### config.mk
export PLATFORM = sky130hd
export DESIGN_NAME = adc_acq_sequencer
export DESIGN_NICKNAME = d
export VERILOG_FILES = /design/src/rtl/acq_pkg.sv /design/src/rtl/acq_phase_gen.sv /design/src/rtl/adc_acq_sequencer.sv
export SDC_FILE = /design/constraint.sdc
export NUM_CORES = 1
export LEC_CHECK = 0
export CORE_ASPECT_RATIO = 0.7
export CORE_MARGIN = 4
export CORE_UTILIZATION = 30
export DETAILED_ROUTE_END_ITERATION = 16
export PLACE_DENSITY = 0.47
export SLEW_MARGIN = 10
export SYNTH_ARGS = -nofsm -noshare
export SYNTH_HDL_FRONTEND = slang
export SYNTH_HIERARCHICAL = 1
export SYNTH_SLANG_ARGS = --single-unit
### constraint.sdc
create_clock -name PLL_clk_100MHz -period 2.1 [get_ports PLL_clk_100MHz]
set_input_delay 0.21 -clock PLL_clk_100MHz [delete_from_list [all_inputs] [get_ports PLL_clk_100MHz]]
set_output_delay 0.21 -clock PLL_clk_100MHz [all_outputs]
set_load 0.05 [all_outputs]
### src/rtl/acq_pkg.sv
// rtl/acq_pkg.sv - shared state encoding, period limits and strobe window offsets
package acq_pkg;

  typedef enum logic [1:0] {
    ST_IDLE  = 2'd0,
    ST_ARMED = 2'd1,
    ST_ACQ   = 2'd2,
    ST_DONE  = 2'd3
  } acq_state_t;

  localparam int ACQ_PERIOD_DEF = 50;
  localparam int ACQ_PERIOD_MIN = 20;

  // Offsets are subtracted from P: word sync low at [P-17, P-13], convert low at [P-7, P-1].
  localparam logic [7:0] WS_LO_OFS = 8'd17;
  localparam logic [7:0] WS_HI_OFS = 8'd13;
  localparam logic [7:0] SC_LO_OFS = 8'd7;
  localparam logic [7:0] SC_HI_OFS = 8'd1;

  function automatic logic in_window(input logic [7:0] phase, input logic [7:0] lo,
                                     input logic [7:0] hi);
    return (phase >= lo) && (phase <= hi);
  endfunction

endpackage

### src/rtl/acq_phase_gen.sv
// rtl/acq_phase_gen.sv - conversion phase counter with registered ADC strobe decode
module acq_phase_gen
  import acq_pkg::*;
(
  input  logic       i_clk,
  input  logic       i_rst_n,
  input  logic       i_enable,
  input  logic [7:0] i_period,
  output logic [7:0] o_phase,
  output logic       o_word_sync_n,
  output logic       o_start_conv_n,
  output logic       o_frame_end
);

  logic       r_run;
  logic [7:0] r_phase;
  logic       r_ws_n;
  logic       r_sc_n;
  logic       w_last;
  logic [7:0] w_phase_nxt;

  assign w_last = r_run && (r_phase == i_period - 8'd1);

  // i_enable means "running next cycle", so strobes are decoded from the next phase.
  always_comb begin
    w_phase_nxt = 8'd0;
    if (i_enable && r_run && !w_last) begin
      w_phase_nxt = r_phase + 8'd1;
    end
  end

  always_ff @(posedge i_clk or negedge i_rst_n) begin
    if (!i_rst_n) begin
      r_run   <= 1'b0;
      r_phase <= 8'd0;
      r_ws_n  <= 1'b1;
      r_sc_n  <= 1'b1;
    end else begin
      r_run   <= i_enable;
      r_phase <= w_phase_nxt;
      r_ws_n  <= !(i_enable && in_window(w_phase_nxt, i_period - WS_LO_OFS, i_period - WS_HI_OFS));
      r_sc_n  <= !(i_enable && in_window(w_phase_nxt, i_period - SC_LO_OFS, i_period - SC_HI_OFS));
    end
  end

  assign o_phase        = r_phase;
  assign o_word_sync_n  = r_ws_n;
  assign o_start_conv_n = r_sc_n;
  assign o_frame_end    = w_last;

endmodule

### src/rtl/adc_acq_sequencer.sv
// rtl/adc_acq_sequencer.sv - arm/trigger/stop ADC acquisition sequencer
module adc_acq_sequencer
  import acq_pkg::*;
#(
  parameter int PERIOD_DEF = ACQ_PERIOD_DEF,
  parameter int PERIOD_MIN = ACQ_PERIOD_MIN,
  parameter int NS_W       = 24
) (
  input  logic            PLL_clk_100MHz,
  input  logic            rst_n,
  input  logic            cmd_arm,
  input  logic            cmd_trig,
  input  logic            cmd_stop,
  input  logic [7:0]      cfg_period,
  input  logic [NS_W-1:0] cfg_nsamples,
  output logic            adc_start_conv_n,
  output logic            adc_word_sync_n,
  output logic            sample_tick,
  output logic [NS_W-1:0] sample_count,
  output logic [1:0]      state,
  output logic            done_pulse
);

  localparam logic [7:0] LP_DEF = 8'(PERIOD_DEF);
  localparam logic [7:0] LP_MIN = 8'(PERIOD_MIN);

  logic [1:0]      r_rst_sync;
  logic            w_rst_n;
  acq_state_t      r_state, w_state_nxt;
  logic            r_stop, w_stop_nxt;
  logic [NS_W-1:0] r_cnt, w_cnt_nxt, w_cnt_inc;
  logic [7:0]      r_p, w_p_nxt, w_p_cfg, w_p_sel;
  logic [NS_W-1:0] r_n, w_n_nxt;
  logic [7:0]      w_unused_phase;
  logic            w_frame_end;

  // Assertion is immediate; release reaches the core two clocks later.
  always_ff @(posedge PLL_clk_100MHz or negedge rst_n) begin
    if (!rst_n) r_rst_sync <= 2'b00;
    else        r_rst_sync <= {r_rst_sync[0], 1'b1};
  end
  assign w_rst_n = r_rst_sync[1];

  assign w_p_sel   = (cfg_period == 8'd0) ? LP_DEF : cfg_period;
  assign w_p_cfg   = (w_p_sel < LP_MIN) ? LP_MIN : w_p_sel;
  assign w_cnt_inc = (&r_cnt) ? r_cnt : r_cnt + NS_W'(1);

  always_comb begin
    w_state_nxt = r_state;
    w_stop_nxt  = r_stop;
    w_cnt_nxt   = r_cnt;
    w_p_nxt     = r_p;
    w_n_nxt     = r_n;
    case (r_state)
      ST_IDLE: begin
        if (cmd_arm && !cmd_stop) begin
          w_state_nxt = ST_ARMED;
          w_p_nxt     = w_p_cfg;
          w_n_nxt     = cfg_nsamples;
          w_cnt_nxt   = '0;
        end
      end
      ST_ARMED: begin
        if (cmd_stop)      w_state_nxt = ST_IDLE;
        else if (cmd_trig) w_state_nxt = ST_ACQ;
      end
      ST_ACQ: begin
        if (cmd_stop) w_stop_nxt = 1'b1;
        if (w_frame_end) begin
          w_cnt_nxt = w_cnt_inc;
          if (r_stop || cmd_stop || ((r_n != '0) && (w_cnt_inc == r_n))) begin
            w_state_nxt = ST_DONE;
            w_stop_nxt  = 1'b0;
          end
        end
      end
      ST_DONE: w_state_nxt = ST_IDLE;
      default: w_state_nxt = ST_IDLE;
    endcase
  end

  always_ff @(posedge PLL_clk_100MHz or negedge w_rst_n) begin
    if (!w_rst_n) begin
      r_state <= ST_IDLE;
      r_stop  <= 1'b0;
      r_cnt   <= '0;
      r_p     <= LP_DEF;
      r_n     <= '0;
    end else begin
      r_state <= w_state_nxt;
      r_stop  <= w_stop_nxt;
      r_cnt   <= w_cnt_nxt;
      r_p     <= w_p_nxt;
      r_n     <= w_n_nxt;
    end
  end

  acq_phase_gen u_phase_gen (
    .i_clk          (PLL_clk_100MHz),
    .i_rst_n        (w_rst_n),
    .i_enable       (w_state_nxt == ST_ACQ),
    .i_period       (r_p),
    .o_phase        (w_unused_phase),
    .o_word_sync_n  (adc_word_sync_n),
    .o_start_conv_n (adc_start_conv_n),
    .o_frame_end    (w_frame_end)
  );

  assign sample_tick  = w_frame_end;
  assign sample_count = r_cnt;
  assign state        = r_state;
  assign done_pulse   = (r_state == ST_DONE);

endmodule

==> summary.md, run 1 <==
| Metric | Value |
|---|---|
| Maximum VDD drop | 0.000428 V |
| Root Driver | clkbuf_16 |
| Post-DP HPWL | 16700 um |
| Largest net degree at the start of global routing | 71 |
| Required @ worst endpoint | 2340 ps |
| Syn Nets | 708 |
| Final worst slack | -3130 ps |
| CP Max Fanout | 5 |
| Final setup fails | 38 |
| Highest Clock Rate | 191 MHz |
| Final hold slack | 32.8 ps |
| Die area | 20000 sq um |
| Final hold violations | 0 |
| Via density | 5.12 |
| Site row count | 40 |
| Clock skew | 6.40 ps |
| Total power | 7.65 mW |
| CP Class | register to register |
| FFs w/ async S/R, synth | 100% |
| P per Cell Area | 921 nW/um^2 |
| Synth top area share | 31.5% |
| CTS buffer count | 9 |
| Post-synthesis xor/xnor area fraction | 10.2% |
| ANT cells | 0 |
| Global Route Usage Sum | 21.1% |
| Slew Viols, Final | 0 |
| IO buf count | 66 |
| Static Leak | 3.79 nW |
| Main synth FF type | dfrtp_1 |
| Avg WL per Cell | 18.3 um |
| CTS Sinks | 72 |
| Total iterations of the first detailed-routing run | 5 |
| Syn-to-layout area delta | 56.1% |
| Reg2reg setup slack | -3130 ps |
| Status | complete, but fails checks |
| #FFs+latches synth | 72 |
| Largest family of logic cells by synthesized area | simple AND/OR/NAND/NOR gates |
| Detailed Route WL | 20800 um |
| Fin util | 48.1% |
| RePlAce Congestion | 0.937 |
| Critical Path AT | 5470 ps |
| Core area | 17300 sq um |
| Crit start category | register |
| Initial Util | 30.8% |
| DRT antenna net count | 0 |
| Final nets | 962 |
| Ports | 67 |
| Main area contributors after synthesis | dfrtp_1 32%, nand2_1 8.4%, ha_1 6.8% |
| RSZ-0062 raised after global routing | true |
| Post-synthesis sequential area ratio | 34.0% |
| Final cycle utilization of the critical path | 249% |
| Clock tree buffer depth | 2 |
| Post-synthesis mux area share | 0.753% |
| Yosys warns | 6 |
| Gr ovfl total | 0 |
| Max_cap viols | 0 |
| H-tree depth | 3 |
| Antenna violations before repair | 0 |
| Worst min path class | input pin to async pin |
| Share of post-route cells with drive strength above 1 | 31.9% |
| Failing checks | negative setup slack |
| Die height | 119 um |
| Netlist cell types | 72 |
| First-pass GRT wire length | 32900 um |
| Clock transition at the registers of the reported paths | 60 ps |
| Worst skew pair latency | 340 ps |
| DRC | 0 |
| Synth area leader | dfrtp_1 |
| Post-synthesis compound-gate area fraction | 17.1% |
| Mapped cell area | 5320 sq um |
| Post-synth EDFFs | 0 |
| CTS tree | yes |
| Vias in the first global route | 5725 |
| Synthesized instance count | 642 |
| CP Capture Type | register |
| Initial DRC count | 384 |
| Syn_area_per_cell | 8.28 sq um |
| Chip width | 167 um |
| Min Tclk post-route | 5230 ps |
| Via count | 5794 |
| # hold bufs at CTS | 0 |
| R2R depth | 24 |
| Max-slew headroom | 55.1% |
| Simple-gate share of the synthesized area | 26.7% |
| Adder-Cell Fraction of Synth Area | 6.82% |
| Slew @ Worst Pin | 668 ps |
==> synthesized netlist by cell type, types with 3 or more instances <==
cell       count
a211oi_1       6
a21o_1         8
a21oi_1       27
a22o_1         4
a31oi_1        9
and2_1         5
and3_1        10
and4_1         5
buf_2         12
buf_4          4
clkbuf_1      14
dfrtp_1       67
dfstp_2        5
ha_1          29
inv_1         16
mux2i_1        4
nand2_1      119
nand3_1       21
nand4_1       14
nor2_1        43
nor2b_1       10
nor3_1        18
nor3b_1        3
nor4_1        11
o2111ai_1      3
o211ai_1       3
o21a_1         3
o21ai_0       46
o31ai_1        8
or3_1          5
or4_1          3
xnor2_1       36
xor2_1        24
==> critical path, cell delays in order (launching register included) <==
cell	delay, ps
dfstp_2	540
inv_2	50
ha_4	270
xor2_2	140
o2111ai_2	130
a31oi_1	180
nand4_1	170
nor3_4	210
nand3b_1	140
a221o_1	290
a211o_2	300
a2111oi_4	180
nand4_1	130
or4_4	500
o41a_1	350
and2_4	190
nand2_4	80
nor3b_2	60
ha_1	310
nor2b_4	140
o21a_1	180
o21ai_2	170
a21oi_2	70
o32ai_1	220
o2111ai_1	140
==> cells by family after synthesis <==
| kind of cell | after synthesis |
|---|---|
| and+or+nand+nor | 285 |
| AOI/OAI and AO/OA | 140 |
| DFF | 72 |
| xor gates and xnor gates | 61 |
| buffers and inverters | 50 |
| adders and majority gates | 29 |
| muxes | 4 |
| other | 1 |
==> path summary, 6_finish.rpt <==
kind                            startpoint                    endpoint
max in group asynchronous    r_rst_sync[1]  u_phase_gen/o_start_conv_n
min in group PLL_clk_100MHz  r_rst_sync[0]               r_rst_sync[1]
setup / recovery                    r_p[1]  u_phase_gen/o_start_conv_n
hold reg to reg              r_rst_sync[1]                      r_n[6]
setup reg to reg                    r_p[1]  u_phase_gen/o_start_conv_n
hold / removal                       rst_n               r_rst_sync[0]
==> cells in the final DEF (no fill, tap or decap), types with 7 or more instances in the layout <==
master	Yosys	routed
nor2_1	43	39
a31oi_1	9	9
dfrtp_1	67	65
nand3_1	21	21
xor2_1	24	23
o21ai_0	46	28
nor4_1	11	11
o21ai_2	0	7
xnor2_1	36	36
clkdlybuf4s50_1	0	65
clkbuf_16	0	9
buf_4	4	202
o31ai_1	8	8
nor2b_1	10	9
inv_1	16	14
a21oi_1	27	24
and3_1	10	10
nor3_1	18	15
o21ai_1	0	11
nand2_1	119	117
nand4_1	14	14
a21o_1	8	8
ha_1	29	28
==> timing repair <==
item,in CTS,in global routing
gates cloned,1,0
endpoints found under the hold margin,0,0
setup endpoints to repair,38,38
buffers inserted,10,5
pin swaps,19,9
gates resized for setup,52,12
==> metrics by stage <==
stage	TNS [ps]	cell area (sq um)	instances	worst slack, ps
final	-40360	8300	1132	-3130
after global routing	-46950	8300	1132	-3340
after CTS	-39110	8240	1129	-3050
after detailed placement	-46870	7650	1102	-3180
after global placement	-45460	7650	1102	-3070
after floorplan	-51090	5380	642	-3500
==> area by class of cell <==
| type | count | area (sq um) |
|---|---|---|
| fill | 1707 | 8960 |
| clock buffer | 9 | 225 |
| clock inverter | 7 | 119 |
| sequential | 72 | 1810 |
| multi-input combinational | 520 | 3490 |
| timing repair buffer | 277 | 2310 |
| inverter | 16 | 60.1 |
| tap | 231 | 289 |
==> registers in the layout, indices dropped and copies added, names as in the netlist <==
register                    cells
sample_count                   24
u_phase_gen/o_start_conv_n      1
r_stop                          1
u_phase_gen/o_phase             8
r_n                            24
r_p                             8
u_phase_gen/o_word_sync_n       1
r_rst_sync                      2
u_phase_gen/r_run               1
state                           2
==> routing by layer <==
layer / up-vias / global-route usage, % / share of wire, %
met3: 15 / 6.10 / 8.6
met1: 2794 / 34.4 / 54
met4: 0 / 3.85 / 1.1
met2: 187 / 26.9 / 37
li1: 2798 / - / -
met5: - / 0 / 0
==> where the power goes <==
group	switching [mW]	internal (mW)	total (mW)
Clock	0.646	1.16	1.81
Combinational	2.02	1.88	3.90
Sequential	0.274	1.66	1.94
Power figures use the tool's default switching activity.
==> run 2, diff against run 1 <==
--- a/config.mk
+++ b/config.mk
@@ -6,11 +6,10 @@
 export NUM_CORES = 1
 export LEC_CHECK = 0
 export CORE_ASPECT_RATIO = 0.7
-export CORE_MARGIN = 4
 export CORE_UTILIZATION = 30
 export DETAILED_ROUTE_END_ITERATION = 16
 export PLACE_DENSITY = 0.47
-export SLEW_MARGIN = 10
+export SLEW_MARGIN = 20
 export SYNTH_ARGS = -nofsm -noshare
 export SYNTH_HDL_FRONTEND = slang
 export SYNTH_HIERARCHICAL = 1
==> run 2 against run 1 <==
Effect of this change:
- flip-flop and latch count is the same
- critical path depth is the same
- routed wire length rose by 2.3%
- the run still ends with negative setup slack left
- power shrank 2.2%
- final cell count up 0.97%
- clock power fell by 12%
==> summary.md, run 2 (synthesis results as in run 1) <==
| Metric | Value |
|---|---|
| Global Route Usage Sum | 23.8% |
| RePlAce Congestion | 0.959 |
| CP Class | register to register |
| Gr ovfl total | 0 |
| Worst skew pair latency | 340 ps |
| Final cycle utilization of the critical path | 255% |
| Setup_tns | -45110 ps |
| Die height | 113 um |
| Slowest-stage cell, CP | dfstp_2 |
| CTS buffer count | 9 |
| R2R depth | 24 |
| Antenna violations before repair | 0 |
| Root Driver | clkbuf_16 |
| First-pass GRT wire length | 32600 um |
| CTS tree | yes |
| Avg WL per Cell | 18.6 um |
| Worst r2r src | r_p[1] |
| Commonest cells after routing, fill and taps aside | 207 x buf_4, 115 x nand2_1, 66 x dfrtp_1, 65 x clkdlybuf4s50_1, 38 x nor2_1 |
| Critical Path AT | 5600 ps |
| Via count | 5798 |
| CP Capture Type | register |
| Final setup fails | 38 |
| Clock transition at the registers of the reported paths | 60 ps |
| Worst-path cell chain | inv_2 -> ha_4 -> xor2_1 -> o2111ai_1 -> a31oi_1 -> nand4_1 -> nor3_4 -> nand3b_1 -> a221o_1 -> a211o_2 -> a2111oi_4 -> nand4_1 -> or4_1 -> o41a_1 -> and2_4 -> nand2_8 -> nor3b_4 -> ha_1 -> nor2b_4 -> o21a_1 -> o21ai_2 -> buf_4 -> a31oi_1 -> o311ai_2 |
| Site row count | 40 |
| CTS Sinks | 72 |
| # hold bufs at CTS | 0 |
| Via density | 5.07 |
| RR Endpoint | u_phase_gen/o_word_sync_n |
| Worst path bufs/invs | 2 |
| Vias in the first global route | 5643 |
| DRC | 0 |
| Sequential share of power | 26.0% |
| Max_cap viols | 0 |
| Detailed Route WL | 21200 um |
| Commonest non-fill, non-tap cell in the layout | buf_4 |
| # fillers | 1710 |
| CP Max Fanout | 5 |
| IO buf count | 66 |
| Slew @ Worst Pin | 835 ps |
| Crit start category | register |
| Die area | 18300 sq um |
| Total iterations of the first detailed-routing run | 5 |
| RSZ-0062 raised after global routing | true |
| Highest Clock Rate | 186 MHz |
| DRT antenna net count | 0 |
| Final nets | 973 |
| Clock skew | 7.56 ps |
| Final worst slack | -3260 ps |
| P per Cell Area | 880 nW/um^2 |
| Status | complete, but fails checks |
| Net switching share of the total power | 39.0% |
| NetSw | 2.92 mW |
| Post-DP HPWL | 16700 um |
| Initial DRC count | 365 |
| Total power | 7.48 mW |
| Clock tree buffer depth | 2 |
| Maximum VDD drop | 0.000420 V |
| Reg2reg setup slack | -3260 ps |
| H-tree depth | 3 |
| Worst min path class | input pin to async pin |
| Clock power share | 21.2% |
| Initial Util | 30.8% |
| Final hold violations | 0 |
| CP max stage delay | 530 ps |
| Static Leak | 3.88 nW |
| Min Tclk post-route | 5360 ps |
| P_int | 4.56 mW |
| ANT cells | 0 |
| CP delay by family, top | compound AO/OA/AOI/OAI gates |
| Largest net degree at the start of global routing | 71 |
| Share of post-route cells with drive strength above 1 | 34.2% |
| Required @ worst endpoint | 2330 ps |
| Core area | 17300 sq um |
| Failing checks | negative setup slack |
| Combinational Power Share | 52.8% |
| Slew Viols, Final | 0 |
| Chip width | 161 um |
| Ports | 67 |
| Max-slew headroom | 43.9% |
| Syn-to-layout area delta | 59.8% |
==> run 2: power groups by stage <==
stage / Sequential [mW] / Combinational (mW) / Clock, mW
after detailed placement: 1.95 / 3.75 / 0
after global routing: 1.98 / 4.27 / 1.69
final: 1.95 / 3.95 / 1.59
after CTS: 1.94 / 3.82 / 1.64
after floorplan: 1.99 / 1.88 / 0
after global placement: 1.95 / 3.73 / 0
==> run 2: worst reg2reg max path: stages, from the launching register on <==
cell,delay [ps]
dfstp_2,530
inv_2,50
ha_4,260
xor2_1,140
o2111ai_1,120
a31oi_1,200
nand4_1,180
nor3_4,190
nand3b_1,120
a221o_1,290
a211o_2,300
a2111oi_4,200
nand4_1,110
or4_1,490
o41a_1,420
and2_4,200
nand2_8,80
nor3b_4,50
ha_1,310
nor2b_4,140
o21a_1,180
o21ai_2,180
buf_4,130
a31oi_1,100
o311ai_2,280
==> run 2: metal layers <==
metal	vias to the layer above	GRT usage, %	wire, um
li1	2821	-	-
met3	10	5.35	1610
met5	-	0	0
met1	2780	38.7	11500
met4	0	4.78	151
met2	187	30.6	8000
==> run 2: what timing repair did <==
action / CTS / global route
gates cloned: 1 / 1
setup endpoints to repair: 38 / 38
resized for setup: 65 / 33
pin swaps: 22 / 9
buffers inserted: 8 / 8
==> run 2: worst max-delay path by stage <==
stage / slack [ps] / start / depth (start not counted) / end
4_1_cts: -3190 / r_p[1] / 24 / u_phase_gen/o_word_sync_n
5_1_grt: -3520 / r_p[1] / 24 / u_phase_gen/o_word_sync_n
3_3_place_gp: -3090 / r_p[1] / 24 / u_phase_gen/o_start_conv_n
3_5_place_dp: -3260 / r_p[1] / 24 / u_phase_gen/o_start_conv_n
2_1_floorplan: -3500 / r_p[1] / 24 / u_phase_gen/o_start_conv_n
6_report: -3260 / r_p[1] / 24 / u_phase_gen/o_word_sync_n
==> run 2: metrics by stage <==
stage	hold WS, ps	utilization [%]	area [sq um]	setup WS (ps)	std cells
2_1_floorplan	-85.6	-	5380	-3500	642
3_3_place_gp	312	44.8	7730	-3090	1111
3_5_place_dp	313	44.8	7730	-3260	1111
4_1_cts	15.6	48.1	8300	-3190	1136
5_1_grt	20.0	49.2	8500	-3520	1143
6_report	28.3	49.2	8500	-3260	1143
==> run 2: layout make-up <==
| type | count | area [sq um] | share of cell area, % |
|---|---|---|---|
| multi-input cells | 520 | 3580 | 42.1 |
| clock buffers | 11 | 253 | 2.97 |
| flip-flops and latches | 72 | 1810 | 21.3 |
| clock inverters | 5 | 55.1 | 0.648 |
| inverters | 16 | 60.1 | 0.707 |
| well taps | 231 | 289 | 3.40 |
| repair buffers | 288 | 2450 | 28.9 |
==> run 3, diff against run 2 <==
--- a/config.mk
+++ b/config.mk
@@ -6,9 +6,11 @@
 export NUM_CORES = 1
 export LEC_CHECK = 0
 export CORE_ASPECT_RATIO = 0.7
+export CORE_MARGIN = 10
 export CORE_UTILIZATION = 30
 export DETAILED_ROUTE_END_ITERATION = 16
-export PLACE_DENSITY = 0.47
+export DONT_BUFFER_PORTS = 1
+export PLACE_DENSITY = 0.42
 export SLEW_MARGIN = 20
 export SYNTH_ARGS = -nofsm -noshare
 export SYNTH_HDL_FRONTEND = slang
==> run 3 against run 2 <==
Effect of this change:
- largest power group unchanged
- highest routed layer unchanged
- utilization shrank 1.3 points
- hold slack got worse by 10 ps
- the run still ends with negative setup slack left
- critical endpoint is now u_phase_gen/o_start_conv_n
- combinational power fell by 6.1%
==> summary.md, run 3 (synthesis results as in run 1) <==
| Metric | Value |
|---|---|
| Status | complete, but fails checks |
| Failing checks | negative setup slack |
| CP Capture Type | register |
| Required @ worst endpoint | 2350 ps |
| Final nets | 942 |
| Final cycle utilization of the critical path | 253% |
| IO buf count | 0 |
| Critical Path AT | 5560 ps |
| Slew Viols, Final | 0 |
| CP Class | register to register |
| RSZ-0062 raised after global routing | true |
| Largest net degree at the start of global routing | 33 |
| Crit. path cell count | 25 |
| Setup_tns | -47980 ps |
| Avg WL per Cell | 19.1 um |
| First-pass GRT wire length | 32100 um |
| R2R depth | 25 |
| Post-DP HPWL | 16500 um |
| Total iterations of the first detailed-routing run | 5 |
| Site row count | 40 |
| Commonest cells after routing, fill and taps aside | 206 x buf_4, 114 x nand2_1, 66 x dfrtp_1, 36 x nor2_1, 36 x xnor2_1 |
| Initial Util | 30.8% |
| Chip width | 179 um |
| Worst min path class | input pin to register |
| Design area | 8280 sq um |
| Root Driver | clkbuf_16 |
| Worst path bufs/invs | 3 |
| Global Route Usage Sum | 17.4% |
| Post-route insts no fill | 1112 |
| Final setup fails | 38 |
| Maximum VDD drop | 0.000483 V |
| Ports | 67 |
| Final hold violations | 0 |
| Static Leak | 3.82 nW |
| Total power | 7.13 mW |
| CP Max Fanout | 5 |
| Detailed Route WL | 21300 um |
| Die area | 23500 sq um |
| Share of post-route cells with drive strength above 1 | 36.9% |
| Max-slew headroom | 43.7% |
| Min Tclk post-route | 5310 ps |
| ANT cells | 0 |
| DRC | 0 |
| Antenna violations before repair | 0 |
| Placed Cells | 1045 |
| Worst skew pair latency | 350 ps |
| Core area | 17300 sq um |
| CP delay by family, top | compound AO/OA/AOI/OAI gates |
| Commonest non-fill, non-tap cell in the layout | buf_4 |
| Clock transition at the registers of the reported paths | 60 ps |
| Initial DRC count | 479 |
| Slowest-stage cell, CP | dfstp_2 |
| Via density | 5.19 |
| Place WS | -3250 ps |
| Die height | 131 um |
| Final worst slack | -3210 ps |
| Crit start category | register |
| Vias in the first global route | 5538 |
| Highest Clock Rate | 188 MHz |
| CP max stage delay | 540 ps |
| DP Area | 7070 sq um |
| Syn-to-layout area delta | 55.7% |
| Clock tree buffer depth | 2 |
| H-tree depth | 3 |
| Via count | 5772 |
| Gr ovfl total | 0 |
| DRT antenna net count | 0 |
| Max_cap viols | 0 |
| Slew @ Worst Pin | 839 ps |
| CTS buffer count | 9 |
| Hold path cells | 2 |
| CTS tree | yes |
| Clock skew | 8.79 ps |
| RePlAce Congestion | 0.970 |
| P per Cell Area | 861 nW/um^2 |
| CTS Sinks | 72 |
run 3: layout make-up:
class / count / area, sq um
Timing Repair Buffer: 257 / 2190
Inverter: 16 / 60.1
Clock inverter: 6 / 45.0
Clock buffer: 10 / 229
Tap cell: 231 / 289
Fill cell: 1659 / 8980
Sequential cell: 72 / 1810
Multi-Input combinational cell: 520 / 3660
run 3: timing repair:
action / in CTS / in global routing
pin swaps: 9 / 40
cloned: 1 / 2
hold endpoints to repair: 29 / 0
hold buffers: 28 / 0
setup endpoints to repair: 38 / 38
resized for setup: 12 / 103
setup buffers: 6 / 16
run 3: path summary, 6_finish.rpt:
kind                                         endpoint        startpoint  slack [ps]
max                        u_phase_gen/o_start_conv_n            r_p[1]       -3210
min reg2reg                                   r_n[11]     r_rst_sync[1]         230
min                                           r_n[21]  cfg_nsamples[21]          20
max in group asynchronous  u_phase_gen/o_start_conv_n     r_rst_sync[1]        1250
max reg2reg                u_phase_gen/o_start_conv_n            r_p[1]       -3210
min in group asynchronous               r_rst_sync[0]             rst_n          90
run 3: metrics by stage:
step	hold WS, ps	utilization, %
after global placement	-85.5	41.0
after detailed placement	-85.5	41.0
after global routing	17.7	48.0
after floorplan	-85.6	-
after CTS	3.61	44.9
final	17.8	48.0
run 3: per-layer routing:
layer,vias to the layer above,global-route usage [%],share of wire (%)
li1,2774,-,-
met2,203,21.4,37
met1,2784,28.1,53
met4,0,3.09,0.81
met3,11,5.15,8.6
met5,-,0,0
run 3: power by group:
| group | internal, mW | total, mW | switching [mW] |
|---|---|---|---|
| registers | 1.66 | 1.96 | 0.294 |
| clock network | 0.804 | 1.46 | 0.660 |
| logic | 1.76 | 3.71 | 1.95 |
| total | 4.23 | 7.13 | 2.90 |
